===== src/rtl/reg_file_scb_if.sv =====
// Register file bus: two write ports, a scoreboard set port, and NUM_RD
// combinational read ports with busy flags.
interface reg_file_scb_if #(
  parameter int DATA_W   = 32,
  parameter int NUM_REGS = 32,
  parameter int NUM_RD   = 2
);
  localparam int AW = $clog2(NUM_REGS);

  logic                     wr0_en;
  logic [AW-1:0]            wr0_addr;
  logic [DATA_W-1:0]        wr0_data;
  logic                     wr1_en;
  logic [AW-1:0]            wr1_addr;
  logic [DATA_W-1:0]        wr1_data;
  logic                     sb_set_en;
  logic [AW-1:0]            sb_set_addr;
  logic [NUM_RD*AW-1:0]     rd_addr;
  logic [NUM_RD*DATA_W-1:0] rd_data;
  logic [NUM_RD-1:0]        rd_busy;

  modport master (
    output wr0_en, wr0_addr, wr0_data,
    output wr1_en, wr1_addr, wr1_data,
    output sb_set_en, sb_set_addr, rd_addr,
    input  rd_data, rd_busy
  );

  modport slave (
    input  wr0_en, wr0_addr, wr0_data,
    input  wr1_en, wr1_addr, wr1_data,
    input  sb_set_en, sb_set_addr, rd_addr,
    output rd_data, rd_busy
  );
endinterface


===== src/rtl/reg_file_scb.sv =====
// Integer register file with two write ports, N combinational read ports,
// optional write-to-read bypass and a per-register busy scoreboard.
module reg_file_scb #(
  parameter int DATA_W   = 32,
  parameter int NUM_REGS = 32,
  parameter int NUM_RD   = 2,
  parameter int BYPASS   = 1
) (
  input logic           clk,
  input logic           reset,
  reg_file_scb_if.slave bus
);
  localparam int AW = $clog2(NUM_REGS);

  logic [DATA_W-1:0]   regs [NUM_REGS];
  logic [NUM_REGS-1:0] busy;
  logic [NUM_REGS-1:0] busy_nxt;
  logic                wr0_hit;
  logic                wr1_hit;
  logic                set_hit;

  // Gating with reset keeps held-reset outputs at zero even on the bypass path.
  assign wr0_hit = bus.wr0_en    & reset & (bus.wr0_addr    != '0);
  assign wr1_hit = bus.wr1_en    & reset & (bus.wr1_addr    != '0);
  assign set_hit = bus.sb_set_en & reset & (bus.sb_set_addr != '0);

  // Set is applied after clear so a newly issued op overrides the retiring one.
  always_comb begin
    busy_nxt = busy;
    if (wr1_hit) busy_nxt[bus.wr1_addr]    = 1'b0;
    if (set_hit) busy_nxt[bus.sb_set_addr] = 1'b1;
    busy_nxt[0] = 1'b0;
  end

  always_ff @(posedge clk or negedge reset) begin
    if (!reset) begin
      for (int k = 0; k < NUM_REGS; k++) regs[k] <= '0;
      busy <= '0;
    end else begin
      busy <= busy_nxt;
      if (wr1_hit) regs[bus.wr1_addr] <= bus.wr1_data;
      // Later assignment wins: wr0 (younger) beats wr1 on an address collision.
      if (wr0_hit) regs[bus.wr0_addr] <= bus.wr0_data;
    end
  end

  always_comb begin
    logic [AW-1:0]     a;
    logic [DATA_W-1:0] d;
    logic              b;
    bus.rd_data = '0;
    bus.rd_busy = '0;
    for (int i = 0; i < NUM_RD; i++) begin
      a = bus.rd_addr[i*AW +: AW];
      d = regs[a];
      b = busy[a];
      if (BYPASS != 0) begin
        if (wr0_hit && (bus.wr0_addr == a))      d = bus.wr0_data;
        else if (wr1_hit && (bus.wr1_addr == a)) d = bus.wr1_data;
        b = busy_nxt[a];
      end
      if (a == '0) begin
        d = '0;
        b = 1'b0;
      end
      bus.rd_data[i*DATA_W +: DATA_W] = d;
      bus.rd_busy[i]                  = b;
    end
  end
endmodule


===== src/flat_wrapper.sv =====
// flat-port wrapper written by rule: the top's interface ports become plain ports
module reg_file_scb_flat 
#(
  parameter int DATA_W   = 32,
  parameter int NUM_REGS = 32,
  parameter int NUM_RD   = 2,
  parameter int BYPASS   = 1
)
  (clk, reset, bus_wr0_en, bus_wr0_addr, bus_wr0_data, bus_wr1_en, bus_wr1_addr, bus_wr1_data, bus_sb_set_en, bus_sb_set_addr, bus_rd_addr, bus_rd_data, bus_rd_busy);
  reg_file_scb_if #(.DATA_W(DATA_W), .NUM_REGS(NUM_REGS), .NUM_RD(NUM_RD)) bus_i ();
  input logic clk;
  input logic reset;
  input wire logic [$bits(bus_i.wr0_en)-1:0] bus_wr0_en;
  input wire logic [$bits(bus_i.wr0_addr)-1:0] bus_wr0_addr;
  input wire logic [$bits(bus_i.wr0_data)-1:0] bus_wr0_data;
  input wire logic [$bits(bus_i.wr1_en)-1:0] bus_wr1_en;
  input wire logic [$bits(bus_i.wr1_addr)-1:0] bus_wr1_addr;
  input wire logic [$bits(bus_i.wr1_data)-1:0] bus_wr1_data;
  input wire logic [$bits(bus_i.sb_set_en)-1:0] bus_sb_set_en;
  input wire logic [$bits(bus_i.sb_set_addr)-1:0] bus_sb_set_addr;
  input wire logic [$bits(bus_i.rd_addr)-1:0] bus_rd_addr;
  output wire logic [$bits(bus_i.rd_data)-1:0] bus_rd_data;
  output wire logic [$bits(bus_i.rd_busy)-1:0] bus_rd_busy;
  assign bus_i.wr0_en = bus_wr0_en;
  assign bus_i.wr0_addr = bus_wr0_addr;
  assign bus_i.wr0_data = bus_wr0_data;
  assign bus_i.wr1_en = bus_wr1_en;
  assign bus_i.wr1_addr = bus_wr1_addr;
  assign bus_i.wr1_data = bus_wr1_data;
  assign bus_i.sb_set_en = bus_sb_set_en;
  assign bus_i.sb_set_addr = bus_sb_set_addr;
  assign bus_i.rd_addr = bus_rd_addr;
  assign bus_rd_data = bus_i.rd_data;
  assign bus_rd_busy = bus_i.rd_busy;
  reg_file_scb #(.DATA_W(DATA_W), .NUM_REGS(NUM_REGS), .NUM_RD(NUM_RD), .BYPASS(BYPASS)) u_core (.clk(clk), .reset(reset), .bus(bus_i));
endmodule

===== config.mk =====
export PLATFORM = sky130hd
export DESIGN_NAME = reg_file_scb_flat
export DESIGN_NICKNAME = d
export VERILOG_FILES = /design/src/rtl/reg_file_scb_if.sv /design/src/rtl/reg_file_scb.sv /design/src/flat_wrapper.sv
export SDC_FILE = /design/constraint.sdc
export NUM_CORES = 2
export LEC_CHECK = 0
export ABC_AREA = 0
export CAP_MARGIN = 10
export CORE_ASPECT_RATIO = 1.75
export CORE_UTILIZATION = 68
export DETAILED_ROUTE_END_ITERATION = 12
export GPL_TIMING_DRIVEN = 0
export PLACE_DENSITY_LB_ADDON = 0.12
export SLEW_MARGIN = 0
export SYNTH_ARGS = -nofsm -noshare
export SYNTH_HDL_FRONTEND = slang
export SYNTH_SLANG_ARGS = --single-unit
export TNS_END_PERCENT = 1

===== constraint.sdc =====
create_clock -name clk -period 4.83 [get_ports clk]
set_clock_uncertainty 0.15 [all_clocks]
set_input_delay 0.7245 -clock clk [delete_from_list [all_inputs] [get_ports clk]]
set_output_delay 0.7245 -clock clk [all_outputs]
set_load 0.005 [all_outputs]

==> flow_summary.yaml, run 1 <==
synthesis:
  synthCells: 6008
  avgSynthCellArea_um2: 11.0
  synth_most_common_cell: "dfrtp_1"
  synth_ff_type: "dfrtp_1"
  synth_area_leaders: "dfrtp_1 (40%), mux4_2 (22%), mux2i_1 (15%)"
  synth.net_count: 6102
  ys_ff_latch: 1055
  synth_edf_count: 0
  yosysTopAreaCell: "dfrtp_1"
  synth_cell_types: 64
  syn_area_um2: 66100
  postSynth.asyncResetShare_pct: 100
  synth-seq-area-share_pct: 40.0
  synth_common_cells: "dfrtp_1 (1055), mux2i_1 (995), mux4_2 (645), nand2_1 (597), nor2_1 (585)"
  yosysWarnings: 0
  netlist.area_leader.share_pct: 40.0
cts:
  cts.path.max_buffers: 3
  cts.sinks: 1055
  numCtsBuffers: 100
  htreeDepth: 3
  root_buffer: "clkbuf_16"
placement:
  gp_congestion: 1.18
  dp_slack_ns: -1.97
  dpl.hpwl_um: 243000
  portBuffers: 101
status:
  tool.error: "[ERROR GRT-0116] Global routing finished with congestion. Check the congestion regions in the DRC Viewer."
  outcome: "aborted with a tool error"
  haltStage: "global routing (5_1_grt)"
floorplanning:
  start_util_pct: 68.9
  io_pins: 160
  fp-row-count: 150
  die_h_um: 414
  die_w_um: 238
global_route:
  grt_use_total_pct: 82.1
  grt_overflow_total: 1214
  first_global_vias: 69500
  grt_start_max_net_pins: 168
  grt_pass1_wl_um: 580000
==> layer usage <==
layer / GRT overflow / global-route usage, %
met5: 7 / 31.8
met4: 572 / 85.4
met3: 23 / 67.0
met2: 594 / 96.3
met1: 18 / 82.7
==> cells by family after synthesis <==
family | count (synthesis) | synth area share [%]
muxes | 1640 | 37.1
and+or+nand+nor | 1292 | 7.91
AOI/OAI and AO/OA | 1222 | 9.80
DFF | 1055 | 40.0
buffers and inverters | 779 | 4.97
xor gates and xnor gates | 20 | 0.265
==> stage by stage <==
| step | cells | cell area (um2) | hold WS (ns) |
|---|---|---|---|
| 4_1_cts | 7627 | 73200 | 0.0207 |
| 3_3_place_gp | 7401 | 68700 | 0.302 |
| 2_1_floorplan | 6008 | 66100 | 0.279 |
| 3_5_place_dp | 7414 | 69000 | 0.314 |
==> timing repair <==
item / in CTS
pin swaps: 8
setup buffers: 13
gates resized for setup: 149
gates cloned: 8
hold buffers: 8
hold endpoints to repair: 115
setup endpoints to repair: 69
==> run 2: changes to the inputs <==
--- a/config.mk
+++ b/config.mk
@@ -7,11 +7,10 @@
 export LEC_CHECK = 0
 export ABC_AREA = 0
 export CAP_MARGIN = 10
-export CORE_ASPECT_RATIO = 1.75
-export CORE_UTILIZATION = 68
+export CORE_UTILIZATION = 40
 export DETAILED_ROUTE_END_ITERATION = 12
 export GPL_TIMING_DRIVEN = 0
-export PLACE_DENSITY_LB_ADDON = 0.12
+export PLACE_DENSITY_LB_ADDON = 0.15
 export SLEW_MARGIN = 0
 export SYNTH_ARGS = -nofsm -noshare
 export SYNTH_HDL_FRONTEND = slang
==> flow_summary.yaml, run 2 <==
status:
  outcome: "finished, violations left"
  violations: "hold timing, capacitance limit, slew limit, setup timing"
power:
  power_switching_mw: 10.0
  vdd_drop_max_mv: 0.399
  pwr-share-clk_pct: 32.7
  leakagePower_nw: 33.2
  netSwitchingFraction_pct: 32.4
  p_per_area_nw_per_um2: 407
  combPwrFrac_pct: 26.5
  power_mw: 30.9
  p_int_mw: 20.9
  power.share.sequential_pct: 40.8
critical_path:
  startpoint_type: "primary input"
  worstPathArrival_ns: 4.17
  worstRegToRegCells: 2
  critical_path_class: "in2out"
  r2r-start: "u_core.regs[255]"
  r2r_end: "u_core.regs[255]"
  worstSetupStartpoint: "bus_rd_addr[8]"
  cp-end-kind: "output port"
  reg2reg_setup_slack_ns: 3.76
  critPathMaxFanout: 12
  required_ns: 3.96
cts:
  clk_pin_slew_ns: 0.06
  cts.sinks: 1055
  numCtsBuffers: 132
  htreeDepth: 4
  cts_tree: "yes"
  cts.path.max_buffers: 3
  clock_latency_ns: 0.77
  root_buffer: "clkbuf_16"
sta:
  layout_setup_ws_ns: -0.215
  max_freq_mhz: 198
  fin_tns_setup_ns: -1.98
  rsz0062_at_grt: "yes"
  max_slew_margin_pct: -2.30
  holdWs_ns: -0.0245
  layout_min_cycle_time_ns: 5.04
  tightest_slew_ns: 1.53
  hold_viol_final: 17
  setup_viol: 30
  finalCritPeriodShare_pct: 104
  final_max_slew_viol_count: 6
drt:
  wl_um: 339000
  ant_nets: 0
  drt_iter0_markers: 9222
  vias: 58600
  drc: 0
  firstDrtPassIters: 8
  wl_per_cell_um: 39.3
  vias_per_cell: 6.79
synthesis:
  synth_most_common_cell: "dfrtp_1"
  postSynth.asyncResetShare_pct: 100
  synth_cell_types: 64
  synthCells: 6008
  synth_area_leaders: "dfrtp_1 (40%), mux4_2 (22%), mux2i_1 (15%)"
  ys_ff_latch: 1055
  yosysTopAreaCell: "dfrtp_1"
  netlist.area_leader.share_pct: 40.0
  synth.net_count: 6102
  synth-seq-area-share_pct: 40.0
  syn_area_um2: 66100
  yosysWarnings: 0
  synth_ff_type: "dfrtp_1"
  synth_edf_count: 0
  synth_common_cells: "dfrtp_1 (1055), mux2i_1 (995), mux4_2 (645), nand2_1 (597), nor2_1 (585)"
  avgSynthCellArea_um2: 11.0
layout:
  final_cell_mix: "dfrtp_1 (1055), mux2i_1 (994), mux4_2 (645), nand2_1 (579), nor2_1 (574)"
  final_area_um2: 76100
  largest-register: "u_core.regs"
  seqCellArea_um2: 26400
  layout_commonest_cell: "dfrtp_1"
  reg_top3: "u_core.regs (1024), u_core.busy (31)"
  final_layout_size_suffix_gt1_share_pct: 20.5
  layout-area-overhead-vs-synth_pct: 15.2
  largest_reg_flops: 1024
  nNetsFinal: 6423
  multi_input_area_um2: 36700
  n_fill_cell: 15200
floorplanning:
  fp-row-count: 148
  core_um2: 163000
  start_util_pct: 40.4
  io_pins: 160
  die_h_um: 408
  die_area_um2: 167000
  die_w_um: 408
placement:
  place_area_um2: 70900
  gp_congestion: 1.03
  dpl.hpwl_um: 246000
  portBuffers: 101
global_route:
  grt_start_max_net_pins: 162
  grt_pass1_wl_um: 458000
  first_global_vias: 56000
  grt_overflow_total: 0
  grt_use_total_pct: 39.9
  antenna_found_initial: 16
min_path:
  hp-class: "in2async"
flow_run:
  max-cap-violations: 2
==> run 2: repair_timing <==
action,in CTS,in global routing
hold endpoints to repair,75,0
buffers inserted,7,10
hold buffers,3,0
pin swaps,6,3
gates resized for setup,203,65
endpoints found under the setup margin,66,63
==> run 2: how the worst max path moves through the flow <==
stage                      end  slack (ns)  depth (start not counted)
2_1_floorplan  bus_rd_data[37]        1.33                          6
3_3_place_gp   u_core.regs[52]      -49.78                          1
3_5_place_dp    bus_rd_data[2]       -1.65                          9
4_1_cts         bus_rd_busy[0]       -0.13                         10
5_1_grt         bus_rd_busy[1]       -0.05                         11
6_report       bus_rd_data[63]       -0.21                          6
==> run 2: per-stage QoR <==
| step | utilization (%) | cells | setup WS [ns] |
|---|---|---|---|
| after floorplan | - | 6008 | 1.33 |
| after global placement | 42.7 | 8284 | -49.78 |
| after detailed placement | 43.4 | 8340 | -1.65 |
| after CTS | 46.3 | 8583 | -0.126 |
| after global routing | 46.6 | 8611 | -0.0539 |
| final | 46.6 | 8627 | -0.215 |
==> run 2: worst max-delay path, stage by stage <==
cell and delay (ns):
clkbuf_2 0.65, clkbuf_1 1.06, mux4_2 0.41, mux2i_1 0.07
o21ai_0 0.61, clkdlybuf4s50_1 0.63
==> run 2: area by class of cell <==
cell class / count / share of cell area, %
Multi-Input combinational cell: 4174 / 48.3
Clock inverter: 28 / 0.390
Sequential cell: 1055 / 34.7
Clock buffer: 205 / 5.18
Antenna cell: 24 / 0.0789
Tap cell: 2175 / 3.58
Inverter: 13 / 0.0641
Buffer: 766 / 4.67
Timing Repair Buffer: 187 / 3.08
==> run 2: cell families (layout without fill, tap and decap cells) <==
family	after synthesis	in the layout	share of synthesized area, %
other	0	24	0
flip-flops	1055	1055	40.0
AO/OA/AOI/OAI	1222	1222	9.80
multiplexers	1640	1640	37.1
XOR/XNOR	20	20	0.265
buffers and inverters	779	1199	4.97
AND/OR/NAND/NOR	1292	1292	7.91
==> run 2: per-layer routing <==
| layer | share of wire, % | global-route usage (%) |
|---|---|---|
| met5 | 0.12 | 1.06 |
| met4 | 7.6 | 25.3 |
| met1 | 36 | 48.6 |
| met2 | 42 | 57.3 |
| met3 | 14 | 17.6 |
==> run 2: power by group through the flow <==
| stage | Sequential (mW) | Clock [mW] | Combinational [mW] |
|---|---|---|---|
| global placement | 12.6 | 0 | 7.67 |
| detailed placement | 12.6 | 0 | 7.87 |
| finish | 12.6 | 10.1 | 8.21 |
| global route | 12.8 | 10.4 | 8.58 |
| CTS | 12.5 | 10.1 | 7.95 |
| floorplan | 12.0 | 0 | 5.29 |
(Power assumes the default switching activity.)
